File: config.mk
export PLATFORM = sky130hd
export DESIGN_NAME = regfile_wb_arbiter_flat
export DESIGN_NICKNAME = d
export VERILOG_FILES = /design/src/rtl/regfile_wb_arbiter_pkg.sv /design/src/rtl/regfile_wb_arbiter_if.sv /design/src/rtl/regfile_wb_arbiter_rr_picker.sv /design/src/rtl/regfile_wb_arbiter.sv /design/src/flat_wrapper.sv
export SDC_FILE = /design/constraint.sdc
export NUM_CORES = 1
export LEC_CHECK = 0
export CORE_MARGIN = 4
export CORE_UTILIZATION = 38
export CTS_BUF_LIST = sky130_fd_sc_hd__clkbuf_8
export CTS_CLUSTER_DIAMETER = 80
export CTS_CLUSTER_SIZE = 16
export DETAILED_ROUTE_END_ITERATION = 10
export PLACE_DENSITY = 0.84
export SYNTH_ARGS = -nofsm -noshare
export SYNTH_HDL_FRONTEND = slang
export SYNTH_SLANG_ARGS = --single-unit
File: constraint.sdc
create_clock -name clk -period 2.75 [get_ports clk]
set_clock_uncertainty 0.05 [all_clocks]
set_input_delay 0.55 -clock clk [delete_from_list [all_inputs] [get_ports clk]]
set_output_delay 0.55 -clock clk [all_outputs]
set_load 0.005 [all_outputs]
File: src/rtl/regfile_wb_arbiter_pkg.sv
// Shared register-file writeback definitions: address/data widths, the PC register index
// and the arbiter state encoding.
package regfile_defs;

  localparam int REG_ADDR_W = 4;
  localparam int DATA_W     = 32;
  localparam logic [REG_ADDR_W-1:0] REG_PC = 4'hF;

  typedef enum logic {
    IDLE   = 1'b0,
    LOCKED = 1'b1
  } arb_state_e;

endpackage

File: src/rtl/regfile_wb_arbiter_if.sv
// Writeback request bus between the requesters (ALU, load, branch-link) and the arbiter.
// Handshake: a beat transfers on a cycle where req_valid[i] & req_ready[i]; a requester keeps
// valid/lock/dest/data stable until it sees ready, and ready never depends on a future valid.
interface regfile_wb_arbiter_if
  import regfile_defs::*;
#(
  parameter int NUM_REQ = 3
);

  logic [NUM_REQ-1:0]            req_valid;
  logic [NUM_REQ-1:0]            req_lock;
  logic [REG_ADDR_W*NUM_REQ-1:0] req_dest;
  logic [DATA_W*NUM_REQ-1:0]     req_data;
  logic [NUM_REQ-1:0]            req_ready;

  modport master (
    output req_valid, req_lock, req_dest, req_data,
    input  req_ready
  );

  modport slave (
    input  req_valid, req_lock, req_dest, req_data,
    output req_ready
  );

endinterface

File: src/rtl/regfile_wb_arbiter_rr_picker.sv
// Combinational round-robin select: one-hot grant of the first valid requester at or after ptr_i,
// wrapping to index 0.
module rr_picker #(
  parameter int NUM_REQ = 3,
  parameter int PW      = 2
) (
  input  logic [NUM_REQ-1:0] valid_i,
  input  logic [PW-1:0]      ptr_i,
  output logic [NUM_REQ-1:0] grant_o
);

  logic found;

  always_comb begin
    grant_o = '0;
    found   = 1'b0;
    // First pass covers indices at or above the pointer, second pass the wrapped-around ones.
    for (int i = 0; i < NUM_REQ; i++) begin
      if (!found && valid_i[i] && (i >= int'(ptr_i))) begin
        grant_o[i] = 1'b1;
        found      = 1'b1;
      end
    end
    for (int i = 0; i < NUM_REQ; i++) begin
      if (!found && valid_i[i]) begin
        grant_o[i] = 1'b1;
        found      = 1'b1;
      end
    end
  end

endmodule

File: src/rtl/regfile_wb_arbiter.sv
// Round-robin arbiter sharing the register-file write port between writeback requesters, with a
// multi-beat lock (force-released after LOCK_TIMEOUT idle owner cycles) and registered write outputs.
module regfile_wb_arbiter
  import regfile_defs::*;
#(
  parameter int NUM_REQ      = 3,
  parameter int LOCK_TIMEOUT = 8,
  localparam int GW          = (NUM_REQ > 1) ? $clog2(NUM_REQ) : 1
) (
  input  logic                  clk,
  input  logic                  reset,
  input  logic                  flush,
  regfile_wb_arbiter_if.slave   req_bus,
  output logic                  writeEnable,
  output logic [REG_ADDR_W-1:0] writeDestination,
  output logic [DATA_W-1:0]     writeData,
  output logic [GW-1:0]         grant_id,
  output logic                  pc_write,
  output logic                  lock_active,
  output logic                  lock_timeout
);

  localparam int CW = $clog2(LOCK_TIMEOUT + 1);

  arb_state_e            state_q;
  logic [GW-1:0]         rr_ptr_q;
  logic [GW-1:0]         owner_q;
  logic [CW-1:0]         cnt_q;
  logic                  we_q;
  logic [REG_ADDR_W-1:0] dest_q;
  logic [DATA_W-1:0]     data_q;
  logic [GW-1:0]         gid_q;
  logic                  lock_timeout_q;

  logic [NUM_REQ-1:0]    pick;
  logic [NUM_REQ-1:0]    ready;
  logic [NUM_REQ-1:0]    hit;
  logic                  xfer;
  logic                  lock_sel;
  logic [GW-1:0]         gnt_idx;
  logic [REG_ADDR_W-1:0] gnt_dest;
  logic [DATA_W-1:0]     gnt_data;

  function automatic logic [GW-1:0] next_ptr(input logic [GW-1:0] p);
    if (int'(p) >= NUM_REQ - 1) return '0;
    return p + GW'(1);
  endfunction

  rr_picker #(
    .NUM_REQ (NUM_REQ),
    .PW      (GW)
  ) u_picker (
    .valid_i (req_bus.req_valid),
    .ptr_i   (rr_ptr_q),
    .grant_o (pick)
  );

  // Ready is gated by reset and flush so nothing can transfer while either is active.
  always_comb begin
    ready = '0;
    if (reset && !flush) begin
      if (state_q == IDLE) begin
        ready = pick;
      end else begin
        for (int i = 0; i < NUM_REQ; i++) begin
          if (owner_q == GW'(i)) ready[i] = 1'b1;
        end
      end
    end
  end

  assign req_bus.req_ready = ready;
  assign hit      = req_bus.req_valid & ready;
  assign xfer     = |hit;
  assign lock_sel = |(hit & req_bus.req_lock);

  always_comb begin
    gnt_idx  = '0;
    gnt_dest = '0;
    gnt_data = '0;
    for (int i = 0; i < NUM_REQ; i++) begin
      if (hit[i]) begin
        gnt_idx  = GW'(i);
        gnt_dest = req_bus.req_dest[REG_ADDR_W*i +: REG_ADDR_W];
        gnt_data = req_bus.req_data[DATA_W*i +: DATA_W];
      end
    end
  end

  always_ff @(posedge clk or negedge reset) begin
    if (!reset) begin
      state_q        <= IDLE;
      rr_ptr_q       <= '0;
      owner_q        <= '0;
      cnt_q          <= '0;
      we_q           <= 1'b0;
      dest_q         <= '0;
      data_q         <= '0;
      gid_q          <= '0;
      lock_timeout_q <= 1'b0;
    end else begin
      we_q           <= xfer;
      lock_timeout_q <= 1'b0;
      if (xfer) begin
        dest_q <= gnt_dest;
        data_q <= gnt_data;
        gid_q  <= gnt_idx;
      end
      if (flush) begin
        state_q <= IDLE;
        cnt_q   <= '0;
      end else begin
        case (state_q)
          IDLE: begin
            if (xfer) begin
              if (lock_sel) begin
                state_q <= LOCKED;
                owner_q <= gnt_idx;
                cnt_q   <= '0;
              end else begin
                rr_ptr_q <= next_ptr(gnt_idx);
              end
            end
          end
          LOCKED: begin
            if (xfer) begin
              cnt_q <= '0;
              if (!lock_sel) begin
                state_q  <= IDLE;
                rr_ptr_q <= next_ptr(owner_q);
              end
            end else if (cnt_q == CW'(LOCK_TIMEOUT - 1)) begin
              // This idle cycle brings the count to LOCK_TIMEOUT: drop the lock.
              state_q        <= IDLE;
              rr_ptr_q       <= next_ptr(owner_q);
              cnt_q          <= '0;
              lock_timeout_q <= 1'b1;
            end else begin
              cnt_q <= cnt_q + CW'(1);
            end
          end
          default: state_q <= IDLE;
        endcase
      end
    end
  end

  assign writeEnable      = we_q;
  assign writeDestination = dest_q;
  assign writeData        = data_q;
  assign grant_id         = gid_q;
  assign pc_write         = we_q && (dest_q == REG_PC);
  assign lock_active      = (state_q == LOCKED);
  assign lock_timeout     = lock_timeout_q;

endmodule

File: src/flat_wrapper.sv
// flat-port wrapper written by rule: the top's interface ports become plain ports
module regfile_wb_arbiter_flat import regfile_defs::*;
#(
  parameter int NUM_REQ      = 3,
  parameter int LOCK_TIMEOUT = 8,
  localparam int GW          = (NUM_REQ > 1) ? $clog2(NUM_REQ) : 1
)
  (clk, reset, flush, writeEnable, writeDestination, writeData, grant_id, pc_write, lock_active, lock_timeout, req_bus_req_valid, req_bus_req_lock, req_bus_req_dest, req_bus_req_data, req_bus_req_ready);
  regfile_wb_arbiter_if #(.NUM_REQ(NUM_REQ)) req_bus_i ();
  input  logic clk;
  input  logic reset;
  input  logic flush;
  output logic writeEnable;
  output logic [REG_ADDR_W-1:0] writeDestination;
  output logic [DATA_W-1:0] writeData;
  output logic [GW-1:0] grant_id;
  output logic pc_write;
  output logic lock_active;
  output logic lock_timeout;
  input wire logic [$bits(req_bus_i.req_valid)-1:0] req_bus_req_valid;
  input wire logic [$bits(req_bus_i.req_lock)-1:0] req_bus_req_lock;
  input wire logic [$bits(req_bus_i.req_dest)-1:0] req_bus_req_dest;
  input wire logic [$bits(req_bus_i.req_data)-1:0] req_bus_req_data;
  output wire logic [$bits(req_bus_i.req_ready)-1:0] req_bus_req_ready;
  assign req_bus_i.req_valid = req_bus_req_valid;
  assign req_bus_i.req_lock = req_bus_req_lock;
  assign req_bus_i.req_dest = req_bus_req_dest;
  assign req_bus_i.req_data = req_bus_req_data;
  assign req_bus_req_ready = req_bus_i.req_ready;
  regfile_wb_arbiter #(.NUM_REQ(NUM_REQ), .LOCK_TIMEOUT(LOCK_TIMEOUT)) u_core (.clk(clk), .reset(reset), .flush(flush), .req_bus(req_bus_i), .writeEnable(writeEnable), .writeDestination(writeDestination), .writeData(writeData), .grant_id(grant_id), .pc_write(pc_write), .lock_active(lock_active), .lock_timeout(lock_timeout));
endmodule
==> tab_implementation.tex <==
\begin{tabular}{lr}
\hline
Metric & Value \\
\hline
\multicolumn{2}{l}{\textbf{Setup path}} \\
Data required, critical path & 2150 ps \\
Launch point of the critical path & u\_core.rr\_ptr\_q[1] \\
Critical path fanouts, max & 8 \\
Critical Path Sink Type & output port \\
Worst endpoint data arrival time & 1980 ps \\
Critical path class & flop to output port \\
Startpoint kind of the worst setup timing path & flop \\
Reg2reg start & u\_core.lock\_active \\
\multicolumn{2}{l}{\textbf{Synth}} \\
Multiplexer fraction of the synthesized cell area & 0.8612\% \\
Async S/R FF share, synth & 100.0\% \\
Synth Area in Adders & 0.4785\% \\
Synthesized Nets & 411 \\
Top cells by area, synth & dfrtp\_1 (47\%), a22oi\_1 (10\%), a31oi\_1 (9.1\%) \\
Area fraction in and, or, nand and nor cells after synthesis & 17.99\% \\
Count of cell types in the netlist & 37 \\
Xor/xnor cell area share of the yosys netlist & 0.3349\% \\
Syn Inst Count & 293 \\
YS warnings & 0 \\
Compound-gate portion of the synthesized area & 28.33\% \\
Area share of the largest cell type after synthesis & 46.89\% \\
Post-synthesis sequential area ratio & 46.89\% \\
Syn Std Cell Area & 0.002615 sq mm \\
Library cell with the largest summed area after synthesis & dfrtp\_1 \\
Most frequent cells after synthesis & dfrtp\_1 (49), nand2\_1 (46), nor2\_1 (42) \\
Dominant combinational cell family by area after synthesis & compound AO/OA/AOI/OAI gates \\
Most common cell in the netlist & dfrtp\_1 \\
Most frequently used flop master after synthesis & dfrtp\_1 \\
Flip-flop and latch count after synthesis & 49 \\
Average cell area after synthesis & 8.925 sq um \\
Number of flops mapped to enable cells by yosys & 0 \\
\multicolumn{2}{l}{\textbf{Final layout}} \\
Post-route design area & 0.004474 sq mm \\
Filler-free cell count of the finished design & 535 \\
\# fillers & 544 \\
Total area of multi-input combinational cells & 0.001277 sq mm \\
Layout-stage area growth over the synthesis result & 71.10\% \\
Number of antenna cells inserted & 0 \\
Final Net Count & 575 \\
Layout cells sized above 1 & 8.079\% \\
Sequential cell area & 0.001226 sq mm \\
\multicolumn{2}{l}{\textbf{Timing}} \\
Count of pins over their slew limit & 0 \\
Remaining max-slew budget at the tightest pin & 76.37\% \\
Tightest Pin Transition & 352.8 ps \\
Tmin final & 2581 ps \\
Post-route setup slack & 168.8 ps \\
Fraction of the cycle the final worst path needs & 93.86\% \\
Setup repair after global routing missed its margin & false \\
Setup TNS & 0 ps \\
Final hold viol count & 0 \\
Max Fclk & 387.4 MHz \\
Final number of setup-violating endpoints & 0 \\
\multicolumn{2}{l}{\textbf{Clocking}} \\
CTS Buf Count & 5 \\
Clock-pin slew on the worst setup and hold paths & 90 ps \\
TritonCTS clock tree & built \\
Count of buffers added by post-CTS timing repair for setup & 0 \\
CTS Buffer Depth & 2 \\
CTS Root Cell & clkbuf\_8 \\
Number of sinks driven by the clock tree & 49 \\
Hold buffers post-CTS & 0 \\
Number of H-tree branching levels & 2 \\
Clock latency at the later pin of the worst-skew pair & 290 ps \\
\multicolumn{2}{l}{\textbf{Global route}} \\
Wire length of the first global-routing pass & 14.25 mm \\
Grt ovf & 0 \\
Maximum number of pins on one net before global-route repair & 46 \\
GRT Total Usage & 20.73\% \\
Initial antenna violation count & 0 \\
Number of global-route vias before repair & 3007 \\
\multicolumn{2}{l}{\textbf{Route}} \\
Initial detailed-routing violation count & 59 \\
Drt first pass iters & 4 \\
Total via count after detailed routing & 2866 \\
Post-DRT Antenna Nets & 0 \\
Final routed wirelength across all metal layers & 8.700 mm \\
Wire per inst & 16.26 um \\
Average via count per standard cell & 5.357 \\
DRC viols & 0 \\
\multicolumn{2}{l}{\textbf{Die}} \\
Core outline area & 0.006531 sq mm \\
Number of placed I/O pins & 162 \\
Die height & 90.96 um \\
Full die area & 0.008273 sq mm \\
Initial core utilization & 40.04\% \\
Row Count & 29 \\
DIE WIDTH & 90.96 um \\
\multicolumn{2}{l}{\textbf{Run}} \\
Number of max-capacitance violations reported & 0 \\
\multicolumn{2}{l}{\textbf{Placed design}} \\
Cell Count Post-Placement & 527 \\
Final weighted congestion of routability-driven global placement & 0.8799 \\
Placed instance area & 0.004367 sq mm \\
HPWL reported at the end of detailed placement & 6.820 mm \\
Count of port buffers added during placement & 161 \\
Worst slack after detailed placement & -109.1 ps \\
\multicolumn{2}{l}{\textbf{Min path}} \\
Worst hold path type & input pin to async pin \\
\multicolumn{2}{l}{\textbf{Power and ir drop}} \\
Areal power density over the cells & 702.9 mW/mm\^{}2 \\
Tot Pwr & 3145 uW \\
Largest voltage drop on the vdd net & 0.0003189 V \\
Leakage power summed over all cells & 0.001813 uW \\
\multicolumn{2}{l}{\textbf{Outcome}} \\
Run status & finished, final reports clean \\
\hline
\end{tabular}
## critical path: stages (launching register included)
cell	delay (ps)
dfrtp_1	500
nand2b_1	230
a21o_1	200
o21ai_0	70
a31oi_1	100
nor2_1	90
clkdlybuf4s50_1	500
## power breakdown
| part | switching (uW) | total [uW] | internal [uW] |
|---|---|---|---|
| Combinational | 583 | 1490 | 908 |
| Sequential | 197 | 1220 | 1020 |
| Clock | 234 | 438 | 204 |
| Total | 1010 | 3140 | 2130 |
## per-stage QoR
stage | util [%] | hold slack, ps
after floorplan | - | 204.4
after global placement | 66.86 | 409.5
after detailed placement | 66.86 | 421.4
after CTS | 68.51 | 221.9
after global routing | 68.51 | 250.6
final | 68.51 | 222.4
## cell type report
cell class / count / share of cell area [%]
Clock buffer: 6 / 1.846
Timing Repair Buffer: 179 / 39.40
Tap cell: 77 / 2.153
Sequential cell: 49 / 27.41
Multi-Input combinational cell: 218 / 28.55
Inverter: 4 / 0.3356
Clock inverter: 2 / 0.3076
## sequential cells by signal, summed over array words and instances (netlist names)
register                 flops
u_core.writeDestination      4
u_core.lock_active           1
u_core.writeData            32
u_core.lock_timeout          1
u_core.cnt_q                 4
u_core.owner_q               2
u_core.grant_id              2
u_core.rr_ptr_q              2
u_core.writeEnable           1
## worst paths after layout
path                                        end  slack (ps)  cells past startpoint
setup / recovery           req_bus_req_ready[2]         170                      6
hold / removal             u_core.writeData[25]         220                      2
setup reg to reg             u_core.rr_ptr_q[0]         500                      8
hold reg to reg              u_core.grant_id[1]         440                      2
max in group asynchronous       u_core.cnt_q[0]        2140                      2
min in group clk             u_core.grant_id[1]         440                      2
## routing by layer
metal | wire length [um] | track usage, % | part of all wire [%] | up-vias
li1 | - | - | - | 1403
met1 | 3415 | 24.09 | 39 | 1338
met2 | 4556 | 38.81 | 52 | 117
met3 | 611 | 4.463 | 7.0 | 8
met4 | 117 | 4.774 | 1.3 | 0
met5 | 0 | 0 | 0 | -
## placed cells by master, fill, tap and decap left out, drive strengths merged, types with 2 or more instances in the layout
cell type / n
clkdlybuf4s50: 157
dfrtp: 49
nand2: 46
nor2: 43
a31oi: 38
a22oi: 36
buf: 19
a21oi: 9
nand3: 8
clkbuf: 6
o21ai: 5
o211ai: 4
inv: 4
nor3: 4
a21o: 3
o31ai: 3
dlygate4sd2: 3
nor2b: 2
or4: 2
mux2: 2
o2111ai: 2
clkinv: 2
## cells by family (layout without fill, tap and decap cells)
family | after synthesis | after routing
AOI/OAI and AO/OA | 104 | 104
xor gates and xnor gates | 1 | 1
adders and majority gates | 1 | 1
buffers and inverters | 26 | 191
DFF | 49 | 49
muxes | 2 | 2
and+or+nand+nor | 110 | 110
## timing repair
item / in CTS / in global routing
hold endpoints to repair: 0 / 0
resized for setup: 5 / 0
setup endpoints to repair: 2 / 0
(Power assumes the default switching activity.)
